<file path="src/rtl/vga_timing_gen.sv">
// VGA timing generator: waits for a stable PLL lock, then sweeps x/y over the
// full raster and decodes sync, display-enable and start pulses with zero latency.
module vga_timing_gen #(
  parameter int   H_VISIBLE   = 640,
  parameter int   H_FRONT     = 16,
  parameter int   H_SYNC      = 96,
  parameter int   H_BACK      = 48,
  parameter int   V_VISIBLE   = 480,
  parameter int   V_FRONT     = 10,
  parameter int   V_SYNC      = 2,
  parameter int   V_BACK      = 33,
  parameter logic SYNC_ACTIVE = 1'b0,
  parameter int   LOCK_DELAY  = 1024,
  parameter int   CW          = 10
) (
  input  logic          global_clock,
  input  logic          resetb,
  input  logic          locked,
  output logic          hsync,
  output logic          vsync,
  output logic          display_enable,
  output logic [CW-1:0] x,
  output logic [CW-1:0] y,
  output logic          line_start,
  output logic          frame_start,
  output logic          running
);

  localparam int H_TOTAL = H_VISIBLE + H_FRONT + H_SYNC + H_BACK;
  localparam int V_TOTAL = V_VISIBLE + V_FRONT + V_SYNC + V_BACK;
  localparam int SW      = (LOCK_DELAY > 1) ? $clog2(LOCK_DELAY) : 1;

  localparam logic [CW-1:0] H_LAST = CW'(H_TOTAL - 1);
  localparam logic [CW-1:0] V_LAST = CW'(V_TOTAL - 1);
  localparam logic [CW-1:0] ONE    = CW'(1);
  localparam logic [SW-1:0] SETTLE_LAST = SW'(LOCK_DELAY - 1);
  localparam logic [SW-1:0] SETTLE_ONE  = SW'(1);

  // Decode bounds carry one spare bit so a sync window ending at 2^CW still compares correctly
  localparam logic [CW:0] H_VIS_END  = (CW+1)'(H_VISIBLE);
  localparam logic [CW:0] H_SYNC_BEG = (CW+1)'(H_VISIBLE + H_FRONT);
  localparam logic [CW:0] H_SYNC_END = (CW+1)'(H_VISIBLE + H_FRONT + H_SYNC);
  localparam logic [CW:0] V_VIS_END  = (CW+1)'(V_VISIBLE);
  localparam logic [CW:0] V_SYNC_BEG = (CW+1)'(V_VISIBLE + V_FRONT);
  localparam logic [CW:0] V_SYNC_END = (CW+1)'(V_VISIBLE + V_FRONT + V_SYNC);

  typedef enum logic {
    WAIT_LOCK = 1'b0,
    RUN       = 1'b1
  } state_t;

  state_t        state_r;
  logic [SW-1:0] settle_r;
  logic [CW-1:0] x_nxt_s;
  logic [CW-1:0] y_nxt_s;
  logic [CW:0]   xw_s;
  logic [CW:0]   yw_s;
  logic          load_s;
  logic          de_s;
  logic          hs_s;
  logic          vs_s;

  // Next raster position and its decode; entering RUN starts from the origin
  always_comb begin
    x_nxt_s = '0;
    y_nxt_s = '0;
    if (state_r == RUN) begin
      if (x == H_LAST) begin
        x_nxt_s = '0;
        if (y == V_LAST) begin
          y_nxt_s = '0;
        end else begin
          y_nxt_s = y + ONE;
        end
      end else begin
        x_nxt_s = x + ONE;
        y_nxt_s = y;
      end
    end else begin
      x_nxt_s = '0;
      y_nxt_s = '0;
    end
    xw_s   = {1'b0, x_nxt_s};
    yw_s   = {1'b0, y_nxt_s};
    de_s   = (xw_s < H_VIS_END) && (yw_s < V_VIS_END);
    hs_s   = ((xw_s >= H_SYNC_BEG) && (xw_s < H_SYNC_END)) ? SYNC_ACTIVE : ~SYNC_ACTIVE;
    vs_s   = ((yw_s >= V_SYNC_BEG) && (yw_s < V_SYNC_END)) ? SYNC_ACTIVE : ~SYNC_ACTIVE;
    load_s = locked && ((state_r == RUN) || (settle_r == SETTLE_LAST));
  end

  // Lock-settle state machine
  always_ff @(posedge global_clock) begin
    if (!resetb) begin
      state_r  <= WAIT_LOCK;
      settle_r <= '0;
    end else begin
      case (state_r)
        WAIT_LOCK: begin
          if (!locked) begin
            settle_r <= '0;
          end else if (settle_r == SETTLE_LAST) begin
            state_r  <= RUN;
            settle_r <= '0;
          end else begin
            settle_r <= settle_r + SETTLE_ONE;
          end
        end
        RUN: begin
          if (!locked) begin
            state_r  <= WAIT_LOCK;
            settle_r <= '0;
          end else begin
            state_r  <= RUN;
          end
        end
        default: begin
          state_r  <= WAIT_LOCK;
          settle_r <= '0;
        end
      endcase
    end
  end

  // Registered timing outputs; anything other than an active RUN cycle shows idle values
  always_ff @(posedge global_clock) begin
    if (resetb && load_s) begin
      x              <= x_nxt_s;
      y              <= y_nxt_s;
      display_enable <= de_s;
      hsync          <= hs_s;
      vsync          <= vs_s;
      line_start     <= (x_nxt_s == '0);
      frame_start    <= (x_nxt_s == '0) && (y_nxt_s == '0);
      running        <= 1'b1;
    end else begin
      x              <= '0;
      y              <= '0;
      display_enable <= 1'b0;
      hsync          <= ~SYNC_ACTIVE;
      vsync          <= ~SYNC_ACTIVE;
      line_start     <= 1'b0;
      frame_start    <= 1'b0;
      running        <= 1'b0;
    end
  end

endmodule

</file>
<file path="config.mk">
export PLATFORM = sky130hd
export DESIGN_NAME = vga_timing_gen
export DESIGN_NICKNAME = d
export VERILOG_FILES = /design/src/rtl/vga_timing_gen.sv
export SDC_FILE = /design/constraint.sdc
export NUM_CORES = 1
export LEC_CHECK = 0
export ABC_AREA = 1
export BUFFER_PORTS_ARGS = -buffer_cell sky130_fd_sc_hd__buf_2
export CELL_PAD_IN_SITES_DETAIL_PLACEMENT = 0
export CELL_PAD_IN_SITES_GLOBAL_PLACEMENT = 1
export CORE_AREA = 3 3 79 81
export DETAILED_ROUTE_END_ITERATION = 10
export DIE_AREA = 0 0 82 84
export PLACE_DENSITY = 0.86
export SYNTH_ARGS = -nofsm -noshare
export SYNTH_HDL_FRONTEND = slang
export SYNTH_SLANG_ARGS = --single-unit
</file>
<file path="constraint.sdc">
create_clock -name global_clock -period 2.7 [get_ports global_clock]
set_input_delay 0.54 -clock global_clock [delete_from_list [all_inputs] [get_ports global_clock]]
set_output_delay 0.54 -clock global_clock [all_outputs]
set_load 0.01 [all_outputs]
</file>
Word level (Yosys, flattened, before mapping)
Index checks and enable logic that the tools add are counted.
Operators by class
  add/subtract/negate cells: 3
  $lt $le $gt $ge: 6
  equal/unequal tests: 4
  mux-type cells: 16
  bitwise gates (word level): 1
  reductions and logical operators: 9
Operators by type and width (count)
  two-way mux 10 bit: 8
  adder 10 x 1 -> 10 bit (second input constant): 3
  == test 10 bit (second input constant): 3
  logical NOT 10 bit: 2
  less-than comparator 10 bit (second input constant): 2
  less-than comparator 10 x 9 -> 1 bit (second input constant): 2
  one-hot mux 10 bit (2 select lines): 1
  greater-or-equal comparator 10 bit (second input constant): 1
  greater-or-equal comparator 10 x 9 -> 1 bit (second input constant): 1
  logical AND 1 bit: 6
  two-way mux 1 bit: 6
  inequality test 2 bit (second input constant): 1
  one-hot mux 1 bit (2 select lines): 1
  logical OR 1 bit: 1
  NOT 1 bit: 1
Storage, ports and cells
  register bits: 37
  bits of input ports: 3
  output and inout port bits: 26
  word-level logic and storage cells: 49

Longest topological paths before layout
  word-level depth: 7
  mapped depth: 12
  mapped depth without buffers: 12

Worst setup path after synthesis
OpenSTA, ideal clock, no wires.
  kind: register to register
  start point: reg x[0]
  end point: reg vsync
  setup time: 123 ps
  arrival time: 1545 ps
  required time: 2577 ps
  setup slack: 1032 ps
  cell stages (with the launch flop): 11
  buffers on the path: 0
  clock period less this slack: 1668 ps
  path through: dfxtp_1 ha_1 nand2_2 nor2_8 nand2_8 o21bai_1 nand3_1 nor2_1 nand2_1 nor2_2 nand3_1
Between the ends
  longest elaborated chain between the ends: 6
  elaborated cells on any way between the ends: 7
  classes of those cells: 2 x order compare; 1 x eq/ne; 3 x mux; 1 x reduce/logical
Ends and longest elaborated chain
  start: declaration: RTL line 22  | output logic [CW-1:0] x,
  start signal: assignment: RTL line 127  | x <= x_nxt_s;
  == test 10 bit (*): RTL line 68  | if (x == H_LAST) begin
  two-way mux 10 bit (*): RTL line 68
  two-way mux 10 bit (*): RTL line 67  | if (state_r == RUN) begin
  greater-or-equal comparator 10 x 9 -> 1 bit / less-than comparator 10 x 9 -> 1 bit (equally long branches): RTL line 87  | vs_s = ((yw_s >= V_SYNC_BEG) && (yw_s < V_SYNC_END)) ? SYNC_ACTIVE : ~SYNC_ACTIVE;
  logical AND 1 bit (*): RTL line 87
  two-way mux 1 bit (*): RTL line 87
  end signal: assignment: RTL line 131  | vsync <= vs_s;
  end signal: assignment: RTL line 140  | vsync <= ~SYNC_ACTIVE;
  end: declaration: RTL line 20  | output logic vsync,
Every way passes the cells marked *; elsewhere a longest branch is shown, timed or not.
A chain may end at the register's enable or synchronous reset.

Final worst setup path
  start point: reg settle_r[0]
  end point: reg vsync
Between the ends
  longest elaborated chain between the ends: 4
Ends and longest elaborated chain
  start: declaration: RTL line 53  | logic [SW-1:0] settle_r;
  start signal: assignment: RTL line 105  | settle_r <= settle_r + SETTLE_ONE;
  == test 10 bit: RTL line 88  | load_s = locked && ((state_r == RUN) || (settle_r == SETTLE_LAST));
  logical OR 1 bit: RTL line 88
  logical AND 1 bit: RTL line 88
  logical AND 1 bit: RTL line 126  | if (resetb && load_s) begin
No other way between the ends.

==> impl_metrics.ini <==
[layout]
layout.cells.most_common = sky130_fd_sc_hd__nand2_1
antenna_diode_count = 0
finish.net_count = 353
syn2layout_area_growth_pct = 13.90
commonest_cells_after_routing_fill_and_taps_aside = sky130_fd_sc_hd__nand2_1, sky130_fd_sc_hd__nor2_1, sky130_fd_sc_hd__dfxtp_1
post_route_cells_drive_above_1_share_pct = 20.75
num-fill-cells = 608
final_core_util_pct = 44.24

[sta]
tightest_slew_ps = 431.7
fin_worst_hold_slack_ps = 487.1
maxClockFrequency_mhz = 471.4
worst_case_clock_skew_ps = 6.815
hold_fails_final_rpt = 0
layout_worst_path_cycle_share_pct = 78.57
unrepaired_setup_endpoints_after_global_routing = false
setup_tns_ps = 0
finalSetupViolations = 0
timing.final.ws_setup_ps = 578.5
timing.slew.headroom_pct = 71.19
drv_slew = 0
layout_min_cycle_time_ps = 2122

[worst_setup_path]
worst_flop_to_flop_path_startpoint = settle_r[0]
endpoint = vsync
timing.critical_path.cells = ha_1 > nand2_2 > nor2_4 > nand3_2 > nor2_2 > nand2_1 > nand2_2 > nand3_2 > or2_1 > inv_2 > nand3_1
worst_path_largest_cell_delay_ps = 390
worst_path_max_delay_cell = sky130_fd_sc_hd__dfxtp_1
critical_path_startpoint = settle_r[0]
setup.worst_path.end_class = flop
reg2reg_depth = 11
timing.critical_path.required_ps = 2880
worstPathBufferInverterCount = 1
r2r_slack_ps = 580
cp_data_arrival_time_ps = 2300
cp.depth = 11
critPathLaunchType = flop
critical_register_to_register_path_endpoint = vsync
cp_top_family = simple AND/OR/NAND/NOR gates
path_class = flop to flop
worst-path-max-fanout = 22

[routing]
detail-route-antenna-nets = 0
via_count = 1963
routed_wirelength_um = 4863
drc = 0
drt-initial-drc-count = 195
drtPass1Iterations = 4
vias_per_cell = 4.685
detail_route.wl_per_cell_um = 11.61

[placed_design]
replace_congestion = 0.8119
dp.final_hpwl_um = 3709
port_buffer_count = 28
post-place-ws_ps = 609.9

[yosys]
mappedNetlistNets = 321
postSynthRegisterBits = 37
post_synth_inst_count = 314
synth_area_um2 = 2152
post_synthesis_simple_gate_area_fraction_pct = 46.57
synth_compound_area_share_pct = 6.744
yosysWarningCount = 0
synth-seq-area-share_pct = 34.42
synth_mux_area_share_pct = 0
synth_top_family_by_area = simple AND/OR/NAND/NOR gates
synthXorXnorAreaFrac_pct = 2.035
yosys.cell_types.count = 32
synth_fa_ha_area_share_pct = 2.326
synth.avg_cell_area_um2 = 6.854

[clocking]
cts_tree = yes
total_of_hold_buffers_inserted_after_clock_tree_synthesis = 0
post_cts_resized = 0
clock-sinks = 37
postCtsSetupBuffers = 0
clock_tree.root_cell = sky130_fd_sc_hd__clkbuf_8
htreeDepth = 2
cts_made_buffers = 5
path_clk_slew_ps = 70
clockBufferDepth = 2
clock_latency_ps = 290

[floorplan]
floorplan.initialDensity_pct = 38.84
floorplan.io_pins = 29
coreArea_um2 = 5540
chipWidth_um = 82
fp-row-count = 27
die-area_um2 = 6888
dieHeight_um = 84

[pwr]
leakagePower_nw = 1.133
power.density_cell_area_nw_per_um2 = 384.7
ir_drop_uv = 276.3

[grt]
grt.total_usage_pct = 15.27
grt_overflow_total = 0
grt_first_pass_wirelength_um = 8328
pin_count_of_the_biggest_net_entering_global_routing = 23
via_count_of_the_first_global_routing_pass = 1773
antenna_found_initial = 0

[outcome]
run_status = finished clean

[worst_hold_path]
min_path_type = flop to flop

[job]
timing.max_cap.violations = 0
layout make-up:
type	instances	area, um^2	share of cell area [%]
clock inverters	3	17.52	0.7147
flip-flops and latches	37	740.7	30.22
multi-input cells	235	1241	50.64
well taps	72	90.09	3.675
inverters	38	145.1	5.921
repair buffers	29	147.6	6.023
clock buffers	5	68.82	2.808
worst reg2reg max path, cell delays in order (launching register included):
cell and delay [ps]:
sky130_fd_sc_hd__dfxtp_1 390, sky130_fd_sc_hd__ha_1 200, sky130_fd_sc_hd__nand2_2 90, sky130_fd_sc_hd__nor2_4 130, sky130_fd_sc_hd__nand3_2 110, sky130_fd_sc_hd__nor2_2 100
sky130_fd_sc_hd__nand2_1 90, sky130_fd_sc_hd__nand2_2 80, sky130_fd_sc_hd__nand3_2 340, sky130_fd_sc_hd__or2_1 370, sky130_fd_sc_hd__inv_2 50, sky130_fd_sc_hd__nand3_1 60
worst min path at each step:
stage | cells past startpoint | endpoint | startpoint | slack (ps)
after floorplan | 2 | settle_r[8] | settle_r[8] | 460
after global placement | 2 | settle_r[1] | settle_r[1] | 480
after detailed placement | 2 | settle_r[1] | settle_r[1] | 480
after CTS | 2 | settle_r[1] | settle_r[1] | 490
after global routing | 2 | settle_r[1] | settle_r[1] | 520
final | 2 | settle_r[1] | settle_r[1] | 490
per-layer routing:
metal / track usage [%] / wire length (um) / vias up
met2: 22.26 / 2153 / 35
met3: 3.240 / 194 / 7
met5: 0 / 0 / -
met1: 22.18 / 2452 / 853
li1: - / - / 1068
met4: 4.683 / 63 / 0
where the power goes:
group	switching, mW	total [mW]	leakage, nW	internal (mW)
logic	0.00948	0.0141	0.790	0.00459
registers	0.00191	0.549	0.298	0.547
clock network	0.202	0.380	0.0439	0.178
total	0.213	0.943	1.13	0.730
cells in the mapped netlist:
cell,instances,area share (%)
sky130_fd_sc_hd__nand2_1,80,14
sky130_fd_sc_hd__nor2_1,52,9.1
sky130_fd_sc_hd__dfxtp_1,37,34
sky130_fd_sc_hd__inv_1,32,5.6
sky130_fd_sc_hd__nand3_1,23,5.3
sky130_fd_sc_hd__a21oi_1,12,2.8
sky130_fd_sc_hd__nand4_1,9,2.6
sky130_fd_sc_hd__nand2_2,8,2.3
sky130_fd_sc_hd__nand3_2,8,3.7
sky130_fd_sc_hd__o21ai_0,7,1.6
sky130_fd_sc_hd__nor3_1,6,1.4
sky130_fd_sc_hd__xor2_1,5,2.0
sky130_fd_sc_hd__ha_1,4,2.3
sky130_fd_sc_hd__inv_2,4,0.70
sky130_fd_sc_hd__nor2_2,4,1.2
sky130_fd_sc_hd__nor2_8,3,2.8
sky130_fd_sc_hd__buf_2,2,0.47
sky130_fd_sc_hd__nand2_8,2,1.9
sky130_fd_sc_hd__o21bai_1,2,0.70
sky130_fd_sc_hd__or2_2,2,0.58
sky130_fd_sc_hd__a211oi_1,1,0.35
sky130_fd_sc_hd__a22oi_1,1,0.35
sky130_fd_sc_hd__buf_6,1,0.52
sky130_fd_sc_hd__clkbuf_1,1,0.17
sky130_fd_sc_hd__clkinv_1,1,0.17
sky130_fd_sc_hd__inv_4,1,0.29
sky130_fd_sc_hd__nand4_2,1,0.58
sky130_fd_sc_hd__nor2_4,1,0.52
sky130_fd_sc_hd__nor3b_1,1,0.35
sky130_fd_sc_hd__o211ai_1,1,0.35
sky130_fd_sc_hd__o211ai_2,1,0.58
sky130_fd_sc_hd__or2_1,1,0.29
registers in the layout (all words and copies together), names as in the netlist:
name and cells:
frame_start 1, x 10, settle_r 10, line_start 1
running 1, display_enable 1, state_r 1, y 10
vsync 1, hsync 1
per-stage QoR:
step	instance area [um^2]	total power, mW	cells
after floorplan	2152	0.5706	314
after global placement	2365	0.5765	411
after detailed placement	2365	0.5759	411
after CTS	2451	0.9565	419
after global routing	2451	0.9749	419
final	2451	0.9430	419
cell families (layout without fill, tap and decap cells):
group | count (synthesis) | count (layout)
and+or+nand+nor | 201 | 201
buffers and inverters | 42 | 75
DFF | 37 | 37
AOI/OAI and AO/OA | 25 | 25
xor gates and xnor gates | 5 | 5
adders and majority gates | 4 | 4
Power figures use the tool's default switching activity.
